--- config.mk ---
export PLATFORM = sky130hd
export DESIGN_NAME = adc_block_averager_flat
export DESIGN_NICKNAME = d
export VERILOG_FILES = /design/src/rtl/adc_block_averager_if.sv /design/src/rtl/adc_block_averager.sv /design/src/flat_wrapper.sv
export SDC_FILE = /design/constraint.sdc
export NUM_CORES = 1
export LEC_CHECK = 0
export BUFFER_PORTS_ARGS = -buffer_cell sky130_fd_sc_hd__buf_2
export CAP_MARGIN = 10
export CORE_UTILIZATION = 25
export CTS_CLUSTER_SIZE = 40
export DETAILED_ROUTE_END_ITERATION = 10
export GPL_TIMING_DRIVEN = 0
export PLACE_DENSITY_LB_ADDON = 0.12
export REMOVE_ABC_BUFFERS = 1
export SLEW_MARGIN = 10
export SYNTH_ARGS = -nofsm -noshare
export SYNTH_HDL_FRONTEND = slang
export SYNTH_SLANG_ARGS = --single-unit
--- constraint.sdc ---
create_clock -name ADC_CLK -period 12.6 [get_ports ADC_CLK]
set_input_delay 0.63 -clock ADC_CLK [delete_from_list [all_inputs] [get_ports ADC_CLK]]
set_output_delay 0.63 -clock ADC_CLK [all_outputs]
set_load 0.02 [all_outputs]
--- src/rtl/adc_block_averager_if.sv ---
// Sample, control and result bundle of the ADC block averager. The master side
// supplies samples and control; the slave side is the averager itself.
interface adc_block_averager_if #(
  parameter int ADC_WIDTH  = 12,
  parameter int NUM_CH     = 2,
  parameter int MAX_LOG2_N = 14
);
  logic [NUM_CH*ADC_WIDTH-1:0]              ADC_DATA_IN;
  logic                                     SAMPLE_VALID;
  logic [4:0]                               LOG2_N;
  logic                                     START;
  logic                                     CONTINUOUS;
  logic                                     ABORT;
  logic [NUM_CH*(ADC_WIDTH+MAX_LOG2_N)-1:0] SUM_OUT;
  logic [NUM_CH*ADC_WIDTH-1:0]              AVG_OUT;
  logic                                     DONE;
  logic                                     BUSY;

  modport master (
    output ADC_DATA_IN, SAMPLE_VALID, LOG2_N, START, CONTINUOUS, ABORT,
    input  SUM_OUT, AVG_OUT, DONE, BUSY
  );

  modport slave (
    input  ADC_DATA_IN, SAMPLE_VALID, LOG2_N, START, CONTINUOUS, ABORT,
    output SUM_OUT, AVG_OUT, DONE, BUSY
  );
endinterface

--- src/rtl/adc_block_averager.sv ---
// Multi-channel ADC block averager: accumulates 2^L samples per channel and
// publishes the block sums and rounded means together with a one-cycle DONE.
module adc_block_averager #(
  parameter int ADC_WIDTH  = 12,
  parameter int NUM_CH     = 2,
  parameter int MAX_LOG2_N = 14,
  parameter int SIGNED_IN  = 1
) (
  input  logic                ADC_CLK,
  input  logic                RST,
  adc_block_averager_if.slave bus
);
  localparam int   SW        = ADC_WIDTH + MAX_LOG2_N;
  localparam int   RW        = SW + 1;
  localparam int   CW        = MAX_LOG2_N + 1;
  localparam int   LW        = $clog2(MAX_LOG2_N + 1);
  localparam logic IS_SIGNED = (SIGNED_IN != 32'sd0);

  typedef enum logic [0:0] {
    IDLE  = 1'b0,
    ACCUM = 1'b1
  } state_t;

  state_t                       state_r;
  logic [LW-1:0]                len_r;
  logic [CW-1:0]                cnt_r;
  logic [NUM_CH-1:0][SW-1:0]    acc_r;
  logic [NUM_CH*SW-1:0]         sum_out_r;
  logic [NUM_CH*ADC_WIDTH-1:0]  avg_out_r;
  logic                         done_r;
  logic                         busy_r;

  logic [LW-1:0]                len_req_s;
  logic                         last_s;
  logic signed [RW-1:0]         rnd_s;
  logic [ADC_WIDTH-1:0]         sample_s;
  logic signed [RW-1:0]         wide_s;
  logic [NUM_CH-1:0][SW-1:0]    sum_next_s;
  logic [NUM_CH*ADC_WIDTH-1:0]  avg_s;

  // Requested block length, clamped to the largest supported length.
  always_comb begin
    if (bus.LOG2_N > 5'(MAX_LOG2_N)) begin
      len_req_s = LW'(MAX_LOG2_N);
    end else begin
      len_req_s = LW'(bus.LOG2_N);
    end
  end

  // Rounding bias of half an LSB of the mean; zero for single-sample blocks.
  always_comb begin
    if (len_r == '0) begin
      rnd_s = '0;
    end else begin
      rnd_s = RW'(1'b1) << (len_r - LW'(1'b1));
    end
  end

  assign last_s = (cnt_r == ((CW'(1'b1) << len_r) - CW'(1'b1)));

  // Per-channel running sums including this cycle's sample, and the rounded
  // mean those sums would give if this sample closes the block.
  always_comb begin
    sum_next_s = '0;
    avg_s      = '0;
    sample_s   = '0;
    wide_s     = '0;
    for (int c = 0; c < NUM_CH; c++) begin
      sample_s      = bus.ADC_DATA_IN[c*ADC_WIDTH +: ADC_WIDTH];
      sum_next_s[c] = acc_r[c] + {{MAX_LOG2_N{sample_s[ADC_WIDTH-1] & IS_SIGNED}}, sample_s};
      // One guard bit keeps the biased sum from wrapping before the shift.
      wide_s        = {sum_next_s[c][SW-1] & IS_SIGNED, sum_next_s[c]} + rnd_s;
      avg_s[c*ADC_WIDTH +: ADC_WIDTH] = ADC_WIDTH'(wide_s >>> len_r);
    end
  end

  // Block FSM, accumulators and registered result outputs.
  always_ff @(posedge ADC_CLK) begin
    if (RST) begin
      state_r   <= IDLE;
      len_r     <= '0;
      cnt_r     <= '0;
      acc_r     <= '0;
      sum_out_r <= '0;
      avg_out_r <= '0;
      done_r    <= 1'b0;
      busy_r    <= 1'b0;
    end else begin
      done_r <= 1'b0;
      case (state_r)
        IDLE: begin
          if (bus.ABORT) begin
            cnt_r <= '0;
          end else if (bus.START || bus.CONTINUOUS) begin
            state_r <= ACCUM;
            busy_r  <= 1'b1;
            len_r   <= len_req_s;
            cnt_r   <= '0;
            acc_r   <= '0;
          end else begin
            cnt_r <= '0;
          end
        end
        ACCUM: begin
          if (bus.ABORT) begin
            state_r <= IDLE;
            busy_r  <= 1'b0;
            cnt_r   <= '0;
          end else if (bus.SAMPLE_VALID) begin
            if (last_s) begin
              sum_out_r <= sum_next_s;
              avg_out_r <= avg_s;
              done_r    <= 1'b1;
              cnt_r     <= '0;
              acc_r     <= '0;
              // Continuous mode re-arms immediately so the next sample is kept.
              if (bus.CONTINUOUS) begin
                len_r <= len_req_s;
              end else begin
                state_r <= IDLE;
                busy_r  <= 1'b0;
              end
            end else begin
              acc_r <= sum_next_s;
              cnt_r <= cnt_r + CW'(1'b1);
            end
          end else begin
            cnt_r <= cnt_r;
          end
        end
        default: begin
          state_r <= IDLE;
          busy_r  <= 1'b0;
          cnt_r   <= '0;
        end
      endcase
    end
  end

  assign bus.SUM_OUT = sum_out_r;
  assign bus.AVG_OUT = avg_out_r;
  assign bus.DONE    = done_r;
  assign bus.BUSY    = busy_r;
endmodule
--- src/flat_wrapper.sv ---
// flat-port wrapper written by rule: the top's interface ports become plain ports
module adc_block_averager_flat 
#(
  parameter int ADC_WIDTH  = 12,
  parameter int NUM_CH     = 2,
  parameter int MAX_LOG2_N = 14,
  parameter int SIGNED_IN  = 1
)
  (ADC_CLK, RST, bus_ADC_DATA_IN, bus_SAMPLE_VALID, bus_LOG2_N, bus_START, bus_CONTINUOUS, bus_ABORT, bus_SUM_OUT, bus_AVG_OUT, bus_DONE, bus_BUSY);
  adc_block_averager_if #(.ADC_WIDTH(ADC_WIDTH), .NUM_CH(NUM_CH), .MAX_LOG2_N(MAX_LOG2_N)) bus_i ();
  input  logic ADC_CLK;
  input  logic RST;
  input wire logic [$bits(bus_i.ADC_DATA_IN)-1:0] bus_ADC_DATA_IN;
  input wire logic [$bits(bus_i.SAMPLE_VALID)-1:0] bus_SAMPLE_VALID;
  input wire logic [$bits(bus_i.LOG2_N)-1:0] bus_LOG2_N;
  input wire logic [$bits(bus_i.START)-1:0] bus_START;
  input wire logic [$bits(bus_i.CONTINUOUS)-1:0] bus_CONTINUOUS;
  input wire logic [$bits(bus_i.ABORT)-1:0] bus_ABORT;
  output wire logic [$bits(bus_i.SUM_OUT)-1:0] bus_SUM_OUT;
  output wire logic [$bits(bus_i.AVG_OUT)-1:0] bus_AVG_OUT;
  output wire logic [$bits(bus_i.DONE)-1:0] bus_DONE;
  output wire logic [$bits(bus_i.BUSY)-1:0] bus_BUSY;
  assign bus_i.ADC_DATA_IN = bus_ADC_DATA_IN;
  assign bus_i.SAMPLE_VALID = bus_SAMPLE_VALID;
  assign bus_i.LOG2_N = bus_LOG2_N;
  assign bus_i.START = bus_START;
  assign bus_i.CONTINUOUS = bus_CONTINUOUS;
  assign bus_i.ABORT = bus_ABORT;
  assign bus_SUM_OUT = bus_i.SUM_OUT;
  assign bus_AVG_OUT = bus_i.AVG_OUT;
  assign bus_DONE = bus_i.DONE;
  assign bus_BUSY = bus_i.BUSY;
  adc_block_averager #(.ADC_WIDTH(ADC_WIDTH), .NUM_CH(NUM_CH), .MAX_LOG2_N(MAX_LOG2_N), .SIGNED_IN(SIGNED_IN)) u_core (.ADC_CLK(ADC_CLK), .RST(RST), .bus(bus_i));
endmodule
==> impl_metrics.yaml <==
sta:
  min_period_over_period: 0.517
  finalSetupTns_ps: 0
  relSlewSlack: 0.312
  drv_slew: 0
  tightestPinTransition_ps: 1030
  final-hold-violation-count: 0
  skew_ps: 17.8
  whs_ps: 365
  fmax_ghz: 0.154
  min_period_ps: 6510
  finalSetupViolCount: 0
  rsz0062_at_grt: "false"
final_layout:
  final_net_count: 1905
  multi_input_area_um2: 9580
  finish.instance_area_um2: 14900
  syn_to_final_growth_pct: 13.1
  fillCellCount: 5721
  antenna_cells: 0
  regArea_um2: 3010
  layout-drive-gt1-share: 0.126
floorplanning:
  pin_count: 113
  fp-row-count: 83
  initial_utilization: 0.255
  die_y_um: 232
  die_area_um2: 53700
  die_w_um: 232
  design.core.area_um2: 51700
worst_setup_path:
  worstPathArrival_ps: 6870
  required_ps: 12960
  worstReg2RegEnd: "u_core.bus.AVG_OUT[13]"
  endpoint_kind: "flip-flop"
  r2r_slack_ps: 6090
  startpoint: "u_core.len_r[0]"
  path_class: "reg -> reg"
  r2r_start: "u_core.len_r[0]"
  worst-r2r-cell-count: 16
  path_max_fanout: 50
  startpoint_type: "flip-flop"
job:
  cap_violations: 0
status:
  outcome: "completed"
yosys:
  yosysUniqueCellTypes: 105
  synth-seq-cells: 150
  netlist_area_um2: 13200
  synth-edff-count: 0
  ys_seq_area_frac: 0.228
  postSynthAreaPerCell_um2: 7.52
  yosys_warnings: 0
  synth_ff_type: "dfxtp_1"
  async_flop_share: 0
  syn_inst: 1754
power:
  peakVddDrop_mv: 0.119
  intPower_mw: 0.880
  power.density_nw_per_um2: 92.5
  seqPwrFrac: 0.358
  switching_share: 0.362
  clockPowerShare: 0.376
  p_leak_nw: 6.03
  p_switching_mw: 0.500
  pwr-share-comb: 0.266
global_routing:
  grt.overflow.total: 0
  first_global_vias: 12323
  grt.total_usage: 0.179
  antenna_found_initial: 1
  grt_max_degree: 81
  grt_pass1_wl_mm: 74.3
clock_network:
  post_cts_buffers: 0
  h-tree-depth: 4
  numClockSinks: 150
  clk-insertion-delay-late_ps: 500
  tritoncts: "done"
  cts_made_buffers: 17
  clkTransAtPathRegs_ps: 70
  clk_path_buf_depth: 2
  cts_root_buf: "clkbuf_16"
  cts_resized: 0
  cts_hold_buf: 0
place:
  dp_hpwl_mm: 35.2
  portBuffers: 112
  placed_area_um2: 14400
  gp_congestion: 0.833
min_path:
  hold_end: "u_core.state_r"
  min_from: "bus_ABORT"
  min_path_cells: 2
  hp-class: "in -> reg"
route:
  drcViolationCount: 0
  routed_via_density: 5.24
  first_iter_violations: 914
  ant_nets: 0
  dr.pass1.iters: 5
  post_drt_wl_per_cell_um: 19.2
  vias: 12976
  drt-total-wl_mm: 47.5
==> registers in the layout, summed over array words and instances (netlist names) <==
signal              cells
u_core.acc_r           52
u_core.len_r            4
u_core.bus.AVG_OUT     24
u_core.bus.DONE         1
u_core.state_r          1
u_core.bus.SUM_OUT     52
u_core.cnt_r           15
u_core.bus.BUSY         1
==> metrics by stage <==
stage / setup WS, ps / total power, mW / std cells / util
final: 6090 / 1.38 / 2476 / 0.289
after global routing: 5620 / 1.46 / 2476 / 0.289
after CTS: 6210 / 1.41 / 2476 / 0.289
after detailed placement: 6200 / 0.870 / 2444 / 0.278
after global placement: 1030 / 0.866 / 2437 / 0.274
after floorplan: 5710 / 0.755 / 1645 / -
==> power groups by stage <==
| stage | logic, mW | registers [mW] | clock network [mW] |
|---|---|---|---|
| floorplan | 0.253 | 0.502 | 0 |
| global placement | 0.358 | 0.508 | 0 |
| detailed placement | 0.365 | 0.505 | 0 |
| CTS | 0.367 | 0.494 | 0.545 |
| global route | 0.406 | 0.495 | 0.559 |
| finish | 0.367 | 0.494 | 0.520 |
==> layout make-up <==
type,instances,area share
Tap cell,680,0.0570
Inverter,52,0.0132
Clock inverter,12,0.00604
Multi-Input combinational cell,1443,0.642
Timing Repair Buffer,119,0.0489
Sequential cell,150,0.202
Clock buffer,20,0.0313
==> how the worst max path moves through the flow <==
stage                     slack (ps)  cells past startpoint                     end
after floorplan                 5710                     15   u_core.bus.AVG_OUT[5]
after global placement          1030                     15   u_core.bus.AVG_OUT[5]
after detailed placement        6200                     16  u_core.bus.AVG_OUT[13]
after CTS                       6210                     16  u_core.bus.AVG_OUT[13]
after global routing            5620                     16  u_core.bus.AVG_OUT[13]
final                           6090                     16  u_core.bus.AVG_OUT[13]
==> cell usage in the layout, fill, tap and decap left out, drive strengths merged, types with 9 or more instances in the layout <==
cell type,n
nand2,193
a21oi,157
o21a,15
a31oi,19
nand3,41
nor4,9
buf,119
clkbuf,20
nor2b,15
xnor2,65
dfxtp,150
o2111ai,11
and2,19
a21o,27
nand2b,18
o31ai,16
nand4,9
o221ai,9
mux2i,42
a211oi,46
xor2,44
o211ai,18
o21ai,86
inv,55
nor2,219
a311oi,12
ha,83
or3,12
and3,20
a22oi,62
nor3,50
==> kinds of logic after synthesis <==
| group | count (synthesis) | share of synthesized area |
|---|---|---|
| compound gates | 561 | 0.298 |
| simple gates | 628 | 0.218 |
| xor+xnor | 111 | 0.0781 |
| buf+inv | 162 | 0.0488 |
| other cells | 1 | 0.000284 |
| mux | 53 | 0.0438 |
| fa+ha+maj | 88 | 0.0856 |
| flops | 150 | 0.228 |
==> worst max-delay path, stage by stage (launching register included) <==
cell and delay (ps):
dfxtp_2 710, buf_12 270, clkinv_2 690, nand2_1 790, nor2_1 360, ha_1 460
nand3_1 130, nor4_1 390, o31a_1 260, o32ai_1 120, or3_1 440, xor2_1 210
o21ai_0 100, o21ai_0 460, nor2_1 80, a221oi_1 670, a211oi_1 160
==> cells in the mapped netlist (13+ instances only) <==
library cell | number | area share
buf_2 | 13 | 0.0049
a211oi_1 | 41 | 0.023
a21o_1 | 27 | 0.015
nand2b_1 | 18 | 0.0085
nor2b_1 | 15 | 0.0071
xnor2_1 | 61 | 0.041
inv_1 | 50 | 0.014
and3_1 | 19 | 0.0090
buf_1 | 14 | 0.0040
a21oi_1 | 151 | 0.057
nor3_1 | 49 | 0.019
mux2i_1 | 42 | 0.032
clkbuf_1 | 80 | 0.023
o21ai_0 | 82 | 0.031
nand3_1 | 41 | 0.016
ha_1 | 83 | 0.079
a31oi_1 | 18 | 0.0085
and2_1 | 18 | 0.0085
a22oi_1 | 62 | 0.035
o211ai_1 | 17 | 0.0097
o31ai_1 | 14 | 0.0080
dfxtp_1 | 150 | 0.23
o21a_1 | 15 | 0.0085
xor2_1 | 44 | 0.029
nand2_1 | 191 | 0.054
nor2_1 | 217 | 0.062
==> per-layer routing <==
metal  GRT usage  vias up  wire length (um)
li1            -     6489                 -
met2       0.274      228             21000
met5           0        -                 0
met3      0.0318       31              1820
met4      0.0452        0               579
met1       0.257     6228             24100
(Power assumes the default switching activity.)
